`src/rtl/fft_peak_reader.sv`:
```
// Frame controller for the FFT core output side: start, wait, unload, then
// scan the xk stream for the largest |re|+|im| inside a bin window.
module fft_peak_reader #(
  parameter int N_LOG2  = 13,
  parameter int XK_W    = 38,
  parameter int TIMEOUT = 65535
) (
  input  logic              clk,
  input  logic              reset,
  input  logic              go,
  input  logic [N_LOG2-1:0] min_bin,
  input  logic [N_LOG2-1:0] max_bin,
  input  logic              fft_rfd,
  input  logic              fft_busy,
  input  logic              fft_edone,
  input  logic              fft_done,
  input  logic              fft_dv,
  input  logic [N_LOG2-1:0] fft_xk_index,
  input  logic [XK_W-1:0]   fft_xk_re,
  input  logic [XK_W-1:0]   fft_xk_im,
  output logic              fft_start,
  output logic              fft_unload,
  output logic [N_LOG2-1:0] peak_index,
  output logic [XK_W:0]     peak_mag,
  output logic              peak_valid,
  output logic              timeout_err,
  output logic              idle
);
  localparam int TW = $clog2(TIMEOUT + 1);
  localparam logic [TW-1:0] TMO_LAST = TW'(TIMEOUT - 1);

  localparam logic [2:0] S_IDLE   = 3'd0;
  localparam logic [2:0] S_START  = 3'd1;
  localparam logic [2:0] S_WAIT   = 3'd2;
  localparam logic [2:0] S_UNLOAD = 3'd3;
  localparam logic [2:0] S_SCAN   = 3'd4;
  localparam logic [2:0] S_DRAIN  = 3'd5;
  localparam logic [2:0] S_REPORT = 3'd6;

  typedef struct packed {
    logic [XK_W-1:0]   re_abs;
    logic [XK_W-1:0]   im_abs;
    logic [N_LOG2-1:0] idx;
  } s1_t;

  logic [2:0]        state_q, state_d;
  logic [N_LOG2-1:0] win_lo_q, win_hi_q;
  logic [N_LOG2-1:0] beat_q;
  logic [TW-1:0]     timer_q;
  logic              drain_q;
  logic [2:1]        vld_pipe_q;
  s1_t               s1_q;
  logic [XK_W:0]     s2_mag_q;
  logic [N_LOG2-1:0] s2_idx_q;
  logic [XK_W:0]     best_mag_q, best_mag_d;
  logic [N_LOG2-1:0] best_idx_q, best_idx_d;
  logic [N_LOG2-1:0] peak_idx_q;
  logic [XK_W:0]     peak_mag_q;
  logic              peak_vld_q, start_q, unload_q, tmo_q;

  logic              beat, last_beat, in_win, tmo_hit, abort, cand;
  logic [XK_W-1:0]   re_abs, im_abs;
  logic              unused_status;

  // Core status lines are observed only; nothing waits on them.
  assign unused_status = fft_rfd ^ fft_busy ^ fft_edone;

  assign beat      = (state_q == S_SCAN) && fft_dv;
  assign last_beat = beat && (beat_q == '1);
  assign in_win    = (fft_xk_index >= win_lo_q) && (fft_xk_index <= win_hi_q);
  assign tmo_hit   = (timer_q == TMO_LAST);
  assign abort     = tmo_hit && (((state_q == S_WAIT) && !fft_done) ||
                                 ((state_q == S_SCAN) && !last_beat));

  // Two's-complement negate of the most negative value lands on 2^(XK_W-1) unsigned.
  assign re_abs = fft_xk_re[XK_W-1] ? -fft_xk_re : fft_xk_re;
  assign im_abs = fft_xk_im[XK_W-1] ? -fft_xk_im : fft_xk_im;

  always_comb begin
    state_d = state_q;
    case (state_q)
      S_IDLE:   if (go) state_d = S_START;
      S_START:  state_d = S_WAIT;
      S_WAIT:   if (fft_done) state_d = S_UNLOAD;
                else if (tmo_hit) state_d = S_IDLE;
      S_UNLOAD: state_d = S_SCAN;
      S_SCAN:   if (last_beat) state_d = S_DRAIN;
                else if (tmo_hit) state_d = S_IDLE;
      S_DRAIN:  if (drain_q) state_d = S_REPORT;
      S_REPORT: state_d = S_IDLE;
      default:  state_d = S_IDLE;
    endcase
  end

  // Strict greater-than keeps the first bin seen on ties.
  always_comb begin
    cand = vld_pipe_q[2] && ((state_q == S_SCAN) || (state_q == S_DRAIN)) &&
           (s2_mag_q > best_mag_q);
    best_mag_d = cand ? s2_mag_q : best_mag_q;
    best_idx_d = cand ? s2_idx_q : best_idx_q;
  end

  always_ff @(posedge clk or posedge reset) begin
    if (reset) begin
      state_q    <= S_IDLE;
      win_lo_q   <= '0;
      win_hi_q   <= '0;
      beat_q     <= '0;
      timer_q    <= '0;
      drain_q    <= 1'b0;
      vld_pipe_q <= '0;
      s1_q       <= '0;
      s2_mag_q   <= '0;
      s2_idx_q   <= '0;
      best_mag_q <= '0;
      best_idx_q <= '0;
      peak_idx_q <= '0;
      peak_mag_q <= '0;
      peak_vld_q <= 1'b0;
      start_q    <= 1'b0;
      unload_q   <= 1'b0;
      tmo_q      <= 1'b0;
    end else begin
      state_q  <= state_d;
      start_q  <= (state_d == S_START);
      unload_q <= (state_d == S_UNLOAD);
      tmo_q    <= abort;
      timer_q  <= (state_d == state_q) ? timer_q + TW'(1) : '0;
      drain_q  <= (state_q == S_DRAIN) && !drain_q;

      if ((state_q == S_IDLE) && go) begin
        win_lo_q   <= min_bin;
        win_hi_q   <= max_bin;
        beat_q     <= '0;
        best_mag_q <= '0;
        best_idx_q <= min_bin;
      end else begin
        if (beat) beat_q <= beat_q + N_LOG2'(1);
        best_mag_q <= best_mag_d;
        best_idx_q <= best_idx_d;
      end

      // Window test is folded into the stage-1 valid so later stages only see candidates.
      vld_pipe_q <= {vld_pipe_q[1], beat && in_win};
      s1_q       <= '{re_abs: re_abs, im_abs: im_abs, idx: fft_xk_index};
      s2_mag_q   <= {1'b0, s1_q.re_abs} + {1'b0, s1_q.im_abs};
      s2_idx_q   <= s1_q.idx;

      peak_vld_q <= (state_d == S_REPORT);
      if (state_d == S_REPORT) begin
        peak_idx_q <= best_idx_d;
        peak_mag_q <= best_mag_d;
      end
    end
  end

  assign fft_start   = start_q;
  assign fft_unload  = unload_q;
  assign peak_index  = peak_idx_q;
  assign peak_mag    = peak_mag_q;
  assign peak_valid  = peak_vld_q;
  assign timeout_err = tmo_q;
  assign idle        = (state_q == S_IDLE);
endmodule

```
`config.mk`:
```
export PLATFORM = sky130hd
export DESIGN_NAME = fft_peak_reader
export DESIGN_NICKNAME = d
export VERILOG_FILES = /design/src/rtl/fft_peak_reader.sv
export SDC_FILE = /design/constraint.sdc
export NUM_CORES = 1
export LEC_CHECK = 0
export ABC_CLOCK_PERIOD_IN_PS = 13400
export CELL_PAD_IN_SITES_DETAIL_PLACEMENT = 2
export CELL_PAD_IN_SITES_GLOBAL_PLACEMENT = 2
export CORE_MARGIN = 2
export CORE_UTILIZATION = 36
export CTS_CLUSTER_DIAMETER = 150
export CTS_CLUSTER_SIZE = 24
export DETAILED_ROUTE_END_ITERATION = 10
export HOLD_SLACK_MARGIN = 0.15
export PLACE_DENSITY = 0.81
export SKIP_LAST_GASP = 1
export SLEW_MARGIN = 20
export SYNTH_ARGS = -nofsm -noshare
export SYNTH_HDL_FRONTEND = slang
export SYNTH_SLANG_ARGS = --single-unit
export TNS_END_PERCENT = 1
```
`constraint.sdc`:
```
create_clock -name clk -period 13.4 [get_ports clk]
set_input_delay 1.34 -clock clk [delete_from_list [all_inputs] [get_ports clk]]
set_output_delay 1.34 -clock clk [all_outputs]
set_load 0.02 [all_outputs]
```
After elaboration in Yosys (flattened, before gate mapping)
Index checks and enable logic that the tools add are counted.
- input port bits: 123
- bits in registers: 310
- output and inout bits: 57
- word-level logic and storage cells: 72
- reduce and logical (&&, ||, !) cells: 18
- equality and inequality tests: 11
- $add $sub $neg: 5
- magnitude comparators: 3
- multiplexer cells: 15
- operators with widths (cell ; count):
    39-bit 2-to-1 mux ; 2
    38-bit 2-to-1 mux ; 2
    38-bit negation ; 2
    13-bit 2-to-1 mux ; 4
    38-bit by 38-bit adder with 39-bit output ; 1
    39-bit greater-than comparator ; 1
    3-bit case mux with 6 select lines ; 1
    16-bit by 1-bit adder with 16-bit output, second input constant ; 1
    16-bit equality test, second input constant ; 1
    16-bit 2-to-1 mux ; 1
    3-bit 2-to-1 mux ; 5
    13-bit by 1-bit adder with 13-bit output, second input constant ; 1
    13-bit equality test, second input constant ; 1
    13-bit greater-or-equal comparator ; 1
    13-bit <= comparator ; 1
    1-bit logical AND ; 11
    3-bit by 2-bit equality test with 1-bit output, second input constant ; 3
    3-bit equality test, second input constant ; 3
    3-bit by 1-bit equality test with 1-bit output, second input constant ; 2
    3-bit equality test ; 1
    1-bit zero test ; 3
    3-bit zero test ; 1
    1-bit logical OR ; 2
    2-bit nonzero test ; 1

Depth between registers and ports, before layout
Gate-level depths: netlist of run 1.
- word-level depth: 7
- gate-level depth with buffers: 13

Worst setup path before layout of run 1
No wires, ideal clock.
- path kind: in2reg
- from: in fft_xk_re[12]
- to: reg s1_q[85] (netlist bit)
- path slack: 9648 ps
- setup time: 80 ps
- cell stages on the path: 8
- data required time: 13320 ps
- arrival: 3672 ps
- cells stage by stage: or4_4 > or4_1 > or2_1 > or4_4 > nand2b_4 > nand2b_4 > o41ai_4 > xnor2_1
- cells in the longest elaborated chain, start to end: 2
- RTL lines (item ; line ; source):
    start: declaration ; 19 ; input logic [XK_W-1:0] fft_xk_re,
    38-bit negation ; 76 ; assign re_abs = fft_xk_re[XK_W-1] ? -fft_xk_re : fft_xk_re;
    38-bit 2-to-1 mux ; 76 ;
    named net re_abs[34] ; 62 ; logic [XK_W-1:0] re_abs, im_abs;
    end signal: assignment ; 145 ; s1_q <= '{re_abs: re_abs, im_abs: im_abs, idx: fft_xk_index};
    end: declaration ; 52 ; s1_t s1_q;
The timed path passes the listed nets, and every way through them passes these cells.
A chain may end at the register's enable or synchronous reset.

Worst setup path in the final report of run 1
- from: in fft_xk_re[12]
- to: reg s1_q[88] (netlist bit)
Same word-level chain as after synthesis.

==> results of run 1 <==
[metal layers]
layer / global-route usage / share of wire
met1: 0.233 / 0.44
met2: 0.347 / 0.51
met3: 0.0226 / 0.029
met4: 0.0308 / 0.013
met5: 0 / 0.00042
[cells in the mapped netlist (10+ instances only)]
master	count	area [µm²]
o311ai_0	12	105
nand2b_1	11	68.8
nand3_1	30	150
and3_1	15	93.8
a21oi_1	54	270
nor3_1	13	65.1
nand4_1	21	131
dfrtp_1	310	7760
o21a_1	11	82.6
nand2_1	164	616
o21ai_0	136	681
inv_1	94	353
mux2i_1	54	541
xnor2_1	95	832
a21o_1	29	218
nor2_1	104	390
o31ai_1	21	158
nor4_1	10	62.6
xor2_1	30	263
ha_1	108	1350
o41ai_1	11	96.3
clkbuf_1	44	165
[worst max path at each step]
stage / startpoint / to / slack [ps] / depth (start not counted)
2_1_floorplan: reset / beat_q[0] / 3490 / 1
3_3_place_gp: fft_xk_re[12] / s1_q[88] / 8960 / 8
3_5_place_dp: fft_xk_re[12] / s1_q[88] / 8830 / 8
4_1_cts: fft_xk_re[12] / s1_q[88] / 9360 / 8
5_1_grt: fft_xk_re[10] / s1_q[84] / 9290 / 9
6_report: fft_xk_re[12] / s1_q[88] / 9380 / 8
[cells in the final DEF (no fill, tap or decap), types with 4 or more instances in the layout]
| master | synthesis | routed |
|---|---|---|
| o21ai_0 | 136 | 136 |
| ha_1 | 108 | 108 |
| inv_1 | 94 | 93 |
| o311ai_0 | 12 | 12 |
| nor2_1 | 104 | 104 |
| o41ai_1 | 11 | 11 |
| and2_1 | 9 | 8 |
| and3_1 | 15 | 15 |
| a31oi_1 | 7 | 7 |
| o21a_1 | 11 | 10 |
| buf_4 | 0 | 5 |
| mux2i_1 | 54 | 54 |
| clkbuf_16 | 0 | 17 |
| a211oi_1 | 9 | 9 |
| or4_1 | 9 | 9 |
| nand2_1 | 164 | 164 |
| and4_1 | 4 | 4 |
| nor2b_1 | 8 | 8 |
| nor3_1 | 13 | 12 |
| or3_1 | 6 | 6 |
| nand2b_1 | 11 | 11 |
| xnor2_1 | 95 | 95 |
| nor4_1 | 10 | 10 |
| dfrtp_1 | 310 | 310 |
| a21oi_1 | 54 | 54 |
| xor2_1 | 30 | 30 |
| nand3_1 | 30 | 29 |
| clkdlybuf4s50_1 | 0 | 176 |
| nand4_1 | 21 | 21 |
| o31ai_1 | 21 | 21 |
| a21o_1 | 29 | 29 |
[logic make-up (layout without fill, tap and decap cells)]
kind of cell    count (synthesis)  after routing  synth area share
flops                         310            310             0.505
mux                            56             56            0.0367
fa+ha+maj                     109            109            0.0893
compound gates                325            325             0.133
buf+inv                       147            295            0.0364
simple gates                  421            421             0.128
xor+xnor                      125            125            0.0713
[metrics by stage]
step / setup WS, ps / utilization
3_3_place_gp: 8960 / 0.420
3_5_place_dp: 8830 / 0.420
2_1_floorplan: 3490 / -
6_report: 9380 / 0.432
4_1_cts: 9360 / 0.431
5_1_grt: 9290 / 0.432
[flip-flops by register name, summed over array words and instances (netlist names), 13 cells and up]
signal and count:
s1_q 89, timer_q 16, best_idx_q 13, s2_idx_q 13, peak_index 13, s2_mag_q 39
peak_mag 39, beat_q 13, win_hi_q 13, win_lo_q 13, best_mag_q 39
[power groups by stage]
stage	logic (mW)	clock network (mW)	registers [mW]
detailed placement	0.808	0	1.21
finish	0.801	0.530	1.19
global placement	0.750	0	1.20
global route	0.911	0.584	1.21
floorplan	0.529	0	1.19
CTS	0.815	0.557	1.19
[area by class of cell]
class	instances	area (µm²)	area share
sequential	310	7760	0.428
multi-input combinational	1036	7070	0.390
tap	539	674	0.0372
inverter	94	360	0.0199
timing repair buffer	183	1840	0.101
clock buffer	18	439	0.0242
[critical path: cells and delay by family]
family	cells	cell delay, ps
simple gates	7	2590
buf+inv	1	460
==> reports/metrics.yaml, run 1 <==
hp-start: "s1_q[4]"
ys_seq_elements: 310
power_frac_seq: 0.472
yosys_warnings: 0
antenna_found_initial: 1
routed_wl_um: 40800
min_to: "s2_idx_q[4]"
place.gp.congestion: 0.791
syn_inst: 1493
syn2layout_area_growth_pct: 18.1
fin_skew_ps: 14.2
vias: 11300
timing.final.hold_violations: 0
start_kind: "primary input"
worstPathArrival_ps: 4390
avgSynthCellArea_um2: 10.3
relSlewSlack: 0.255
worst-r2r-setup-slack_ps: 9560
cp_slowest_cell: "or4_4"
wire_per_inst_um: 18.7
drive_gt1_frac: 0.0274
cts_tree: "yes"
grt_max_degree: 189
grt_pass1_wl_um: 67700
diodes: 0
finalCritPeriodShare: 0.300
cts_max_level: 1
antenna_left: 0
crit_path_max_fanout: 4
first_pass_iters: 4
die_y_um: 211
worst_setup_path_end_kind: "flip-flop"
post_dp_cell_area_um2: 17700
switching_share: 0.340
die_area_um2: 44300
ys_seq_area_frac: 0.505
ctsResizeCount: 0
clock_sinks: 310
pwr-share-clk: 0.210
cts_buffers: 16
die_w_um: 211
clk_path_buf_depth: 3
finalNonFillerCells: 2180
postCtsSetupBuffers: 0
initialDrtViolationCount: 399
root_buffer: "clkbuf_16"
path_class: "in2reg"
start_util: 0.365
fin_setup_tns_ps: 0
period_minus_slack_ps: 4020
dp.cells: 2161
ys.flop_type: "dfrtp_1"
final_max_slew_viol_count: 0
required_ps: 13770
hold_depth: 0
synth-edff-count: 0
clock_latency_ps: 510
fin_hold_ws_ps: 357
p_total_mw: 2.52
rsz0062_at_grt: "false"
max_freq_mhz: 249
timing.rr.end: "peak_mag[7]"
tightest_slew_ps: 1120
clk_pin_slew_worst_paths_ps: 90
postCtsHoldBufs: 0
power.switching_mw: 0.858
fill_cells: 4490
internal_power_mw: 1.66
setup_viol: 0
power_leakage_nw: 7.71
grt_pass1_vias: 12900
p_comb_frac: 0.318
crit_path_max_incr_delay_ps: 580
hold_class: "reg2reg"
nets: 1873
irDropWorstVdd_mv: 0.0751
rows: 75
viasPerCell: 5.19
p_per_area_nw_per_um2: 139
grt_remaining_overflow: 0
dpl.hpwl_um: 30900
fin_area_um2: 18100
cp_cell_sequence: "clkdlybuf4s50_1 > or4_4 > or4_1 > or2_1 > or3_1 > nor2_1 > nand3_1 > nor4_1"
rr_worst_depth: 9
synthDistinctLibCells: 66
numPortBuffers: 176
synth_nets: 1725
status: "complete, no violations"
ios: 180
synth_area_um2: 15400
grt.total_usage: 0.186
coreArea_um2: 42000
cap_viol_max_count: 0
drc: 0
rr_startpoint: "s2_mag_q[20]"
ys_async_sr_fraction: 1.00
No activity file was read; power rests on OpenSTA's default activity.
==> run 2, diff against run 1 <==
--- a/config.mk
+++ b/config.mk
@@ -5,16 +5,16 @@
 export SDC_FILE = /design/constraint.sdc
 export NUM_CORES = 1
 export LEC_CHECK = 0
-export ABC_CLOCK_PERIOD_IN_PS = 13400
+export ABC_CLOCK_PERIOD_IN_PS = 3600
 export CELL_PAD_IN_SITES_DETAIL_PLACEMENT = 2
 export CELL_PAD_IN_SITES_GLOBAL_PLACEMENT = 2
 export CORE_MARGIN = 2
-export CORE_UTILIZATION = 36
+export CORE_UTILIZATION = 33
 export CTS_CLUSTER_DIAMETER = 150
 export CTS_CLUSTER_SIZE = 24
 export DETAILED_ROUTE_END_ITERATION = 10
 export HOLD_SLACK_MARGIN = 0.15
-export PLACE_DENSITY = 0.81
+export PLACE_DENSITY = 0.79
 export SKIP_LAST_GASP = 1
 export SLEW_MARGIN = 20
 export SYNTH_ARGS = -nofsm -noshare
==> constraint.sdc (replaced) <==
create_clock -name clk -period 3.6 [get_ports clk]
set_input_delay 0.36 -clock clk [delete_from_list [all_inputs] [get_ports clk]]
set_output_delay 0.36 -clock clk [all_outputs]
set_load 0.02 [all_outputs]
==> reports/metrics.yaml, run 2 (synthesis results as in run 1) <==
crit_path_max_fanout: 22
start_kind: "flip-flop"
antenna_found_initial: 0
coreArea_um2: 46300
rr_startpoint: "s2_mag_q[20]"
antenna_left: 0
path_class: "reg2reg"
grt_remaining_overflow: 0
cts_max_level: 1
postCtsHoldBufs: 0
irDropWorstVdd_mv: 0.262
final_util: 0.397
rows: 79
status: "complete, no violations"
wire_per_inst_um: 18.5
die_area_um2: 48300
cts_tree: "yes"
clock_sinks: 310
largest-register: "s1_q"
ios: 180
power_leakage_nw: 7.78
crit_path_max_incr_delay_ps: 430
place.gp.congestion: 0.794
fin_skew_ps: 16.9
relSlewSlack: 0.467
routed_wl_um: 41800
die_y_um: 220
layout_commonest_cell: "dfrtp_1"
worstPathArrival_ps: 3650
regArea_um2: 7760
finalCritPeriodShare: 0.913
multiInputGateArea_um2: 7070
diodes: 0
syn2layout_area_growth_pct: 19.6
die_w_um: 220
grtUsageMet2: 0.324
rsz0062_at_grt: "false"
nets: 1886
p_total_mw: 9.42
final_max_slew_viol_count: 0
initialDrtViolationCount: 530
grt_pass1_vias: 12900
layout_common_cells: "310 x dfrtp_1, 176 x clkdlybuf4s50_1, 164 x nand2_1"
p_per_area_nw_per_um2: 512
fill_cells: 4925
cp_common_cell: "o21ai_0"
grt_max_degree: 83
clk_pin_slew_worst_paths_ps: 100
startpoint: "s2_mag_q[20]"
start_util: 0.332
ctsResizeCount: 0
hold_class: "in2async"
postCtsSetupBuffers: 0
worst_setup_path_end_kind: "flip-flop"
cp_cell_sequence: "ha_1 > nand4_1 > nor4_2 > o21ai_0 > a31oi_1 > o21a_4 > buf_12 > buf_4 > mux2i_1 > o21ai_0"
numPortBuffers: 176
timing.final.hold_violations: 0
period_minus_slack_ps: 3290
max_freq_mhz: 304
vias: 11400
clk_path_buf_depth: 3
tightest_slew_ps: 780
setup_viol: 0
cts_buffers: 16
cp_slowest_cell: "nor4_2"
grt.total_usage: 0.177
grt.busiest_layer: "met2"
finalNonFillerCells: 2261
root_buffer: "clkbuf_16"
drive_gt1_frac: 0.0351
largest_register_ffs: 89
required_ps: 3970
first_pass_iters: 4
viasPerCell: 5.04
dp.cells: 2243
clock_latency_ps: 520
drc: 0
fin_setup_tns_ps: 0
worst-r2r-setup-slack_ps: 310
dpl.hpwl_um: 32200
grt_pass1_wl_um: 69000
use_met1: 0.224
met3_usage: 0.0185
cap_viol_max_count: 0
## run 2: changes by cell type in the layout (fill, tap and decap cells not counted)
cell / change
inv_8: -1
nor3_2: -1
buf_12: +4
nor3_1: +1
clkinvlp_4: +1
buf_4: +9
nor4_2: +1
nor4_1: -1
## run 2: final cells by class
| class | count | area share |
|---|---|---|
| tap | 607 | 0.0413 |
| multi-input combinational | 1036 | 0.385 |
| sequential | 310 | 0.422 |
| inverter | 94 | 0.0194 |
| clock buffer | 18 | 0.0239 |
| timing repair buffer | 196 | 0.108 |
## run 2: report_power, final
group	total, mW	internal, mW	switching [mW]	leakage, nW
clock network	1.99	0.871	1.12	0.217
registers	4.44	4.07	0.367	3.94
logic	2.99	1.27	1.73	3.63
## run 2: stage by stage
stage / area, µm² / hold slack (ps) / setup slack (ps)
after CTS: 18400 / 287 / 79.8
after global placement: 17900 / 332 / 208
final: 18400 / 291 / 314
after floorplan: 15400 / 331 / -887
after global routing: 18400 / 314 / 114
after detailed placement: 17900 / 336 / 99.3
## run 2: layer usage
layer,part of all wire,vias to the layer above
met1,0.44,5736
met5,0,-
met2,0.51,148
li1,-,5476
met4,0.019,0
met3,0.028,37
## run 2: worst max-delay path: cells and delay by family, from the launching register on
family	cells	cell delay, ps
compound gates	4	1050
buf+inv	2	440
flops	1	410
fa+ha+maj	1	320
mux	1	280
simple gates	2	630
## run 2: final timing paths
path,end,depth (start not counted)
min in group clk,s1_q[0],1
worst max register to register,peak_mag[4],10
worst min register to register,s2_idx_q[9],0
worst max-delay path,peak_mag[4],10
max in group asynchronous,s1_q[9],3
worst min-delay path,s1_q[53],2
==> run 3, diff against run 2 <==
--- a/config.mk
+++ b/config.mk
@@ -5,7 +5,7 @@
 export SDC_FILE = /design/constraint.sdc
 export NUM_CORES = 1
 export LEC_CHECK = 0
-export ABC_CLOCK_PERIOD_IN_PS = 3600
+export ABC_CLOCK_PERIOD_IN_PS = 2900
 export CELL_PAD_IN_SITES_DETAIL_PLACEMENT = 2
 export CELL_PAD_IN_SITES_GLOBAL_PLACEMENT = 2
 export CORE_MARGIN = 2
@@ -20,4 +20,3 @@
 export SYNTH_ARGS = -nofsm -noshare
 export SYNTH_HDL_FRONTEND = slang
 export SYNTH_SLANG_ARGS = --single-unit
-export TNS_END_PERCENT = 1
==> constraint.sdc (replaced) <==
create_clock -name clk -period 2.9 [get_ports clk]
set_input_delay 0.29 -clock clk [delete_from_list [all_inputs] [get_ports clk]]
set_output_delay 0.29 -clock clk [all_outputs]
set_load 0.02 [all_outputs]
==> reports/metrics.yaml, run 3 (synthesis results as in run 1) <==
status: "complete, but fails checks"
violations: "setup timing"
clk_pin_slew_worst_paths_ps: 100
dpl.hpwl_um: 34300
power_frac_seq: 0.458
layout_commonest_cell: "dfrtp_1"
numPortBuffers: 176
fin_skew_ps: 16.7
worstPathArrival_ps: 3320
drive_gt1_frac: 0.0902
finalCritPeriodShare: 1.01
viasPerCell: 5.08
final_util: 0.414
internal_power_mw: 7.89
required_ps: 3290
grt_max_degree: 118
place.gp.congestion: 0.819
setup_viol: 1
p_comb_frac: 0.336
relSlewSlack: 0.497
ios: 180
cap_viol_max_count: 0
final_max_slew_viol_count: 0
die_y_um: 220
grt.total_usage: 0.186
irDropWorstVdd_mv: 0.673
worst-r2r-setup-slack_ps: -30
routed_wl_um: 44900
max_freq_mhz: 342
grt_pass1_vias: 13400
timing.rr.end: "best_idx_q[10]"
fin_hold_ws_ps: 236
largest_register_ffs: 89
die_w_um: 220
die_area_um2: 48300
tightest_slew_ps: 754
regArea_um2: 7760
cts_buffers: 16
hold_class: "in2async"
clock_latency_ps: 530
power_leakage_nw: 8.21
drc: 0
rr_worst_depth: 10
grt_remaining_overflow: 0
clock_sinks: 310
grt_pass1_wl_um: 71900
initialDrtViolationCount: 571
rows: 79
crit_path_max_fanout: 8
coreArea_um2: 46300
pwr-share-clk: 0.206
fill_cells: 4892
period_minus_slack_ps: 2930
rsz0062_at_grt: "true"
layout_common_cells: "309 x dfrtp_1, 176 x clkdlybuf4s50_1, 164 x nand2_1"
switching_share: 0.345
start_util: 0.332
vias: 11900
syn2layout_area_growth_pct: 24.8
root_buffer: "clkbuf_16"
cts_max_level: 1
path_class: "reg2reg"
largest-register: "s1_q"
worst_setup_path_end_kind: "flip-flop"
cts_tree: "yes"
layout_setup_ws_ps: -27.4
rr_startpoint: "best_mag_q[38]"
p_total_mw: 12.0
first_pass_iters: 4
start_kind: "flip-flop"
multiInputGateArea_um2: 7200
nets: 1961
antenna_left: 0
timing.final.hold_violations: 0
p_per_area_nw_per_um2: 629
wire_per_inst_um: 19.2
power.switching_mw: 4.16
antenna_found_initial: 1
clk_path_buf_depth: 3
run 3: cell count changes in the layout (fill, tap and decap cells not counted), sizes merged:
cell	delta
diode	+1
clkbuf	+2
buf	+73
run 3: worst max path at each step:
stage | to | cells after the start | from
floorplan | beat_q[0] | 1 | reset
global placement | s1_q[84] | 9 | fft_xk_re[12]
detailed placement | s1_q[84] | 9 | fft_xk_re[12]
CTS | peak_index[5] | 10 | s2_mag_q[36]
global route | peak_mag[6] | 11 | s2_mag_q[16]
finish | best_idx_q[10] | 10 | best_mag_q[38]
run 3: power by group through the flow:
| stage | combinational (mW) | clock [mW] | sequential (mW) |
|---|---|---|---|
| 4_1_cts | 4.02 | 2.62 | 5.51 |
| 3_3_place_gp | 3.67 | 0 | 5.52 |
| 6_report | 4.05 | 2.48 | 5.52 |
| 5_1_grt | 4.58 | 2.75 | 5.61 |
| 2_1_floorplan | 2.44 | 0 | 5.48 |
| 3_5_place_dp | 3.95 | 0 | 5.59 |
run 3: metal layers:
metal | routed length (µm) | global-route usage | up-vias | share of wire
met5 | 13 | 0 | - | 0.00029
met3 | 1270 | 0.0228 | 55 | 0.028
met4 | 888 | 0.0423 | 2 | 0.020
li1 | - | - | 5630 | -
met1 | 19200 | 0.223 | 6003 | 0.43
met2 | 23500 | 0.351 | 174 | 0.52
run 3: area by class of cell:
type,instances,share of cell area
sequential,310,0.405
multi-input combinational,1036,0.376
timing repair buffer,271,0.138
tap,607,0.0396
clock buffer,18,0.0229
inverter,94,0.0186
antenna,1,0.000131
run 3: through the flow:
stage                     TNS, ps  area (µm²)  instances  setup slack (ps)
after floorplan           -470250       15400       1493             -1520
after global placement      -3670       18500       2311              -351
after detailed placement    -6510       18500       2311              -480
after CTS                   -33.7       19000       2330             -15.2
after global routing        -2820       19200       2336              -134
final                       -27.4       19200       2337             -27.4
run 3: timing repair:
item / CTS / global route
gates resized for setup: 8 / 31
endpoints found under the setup margin: 9 / 89
pin swaps: 1 / 7
hold buffers: 0 / 0
hold endpoints to repair: 0 / 0
gates cloned: 0 / 2
buffers inserted: 1 / 5
run 3: worst max-delay path, cell delays in order, from the launching register on:
cell	delay, ps
dfrtp_1	370
inv_1	60
ha_1	300
nand4_1	160
or2_2	350
or3_4	410
o2111a_1	280
o21a_4	190
buf_4	170
clkbuf_16	160
o311ai_0	360
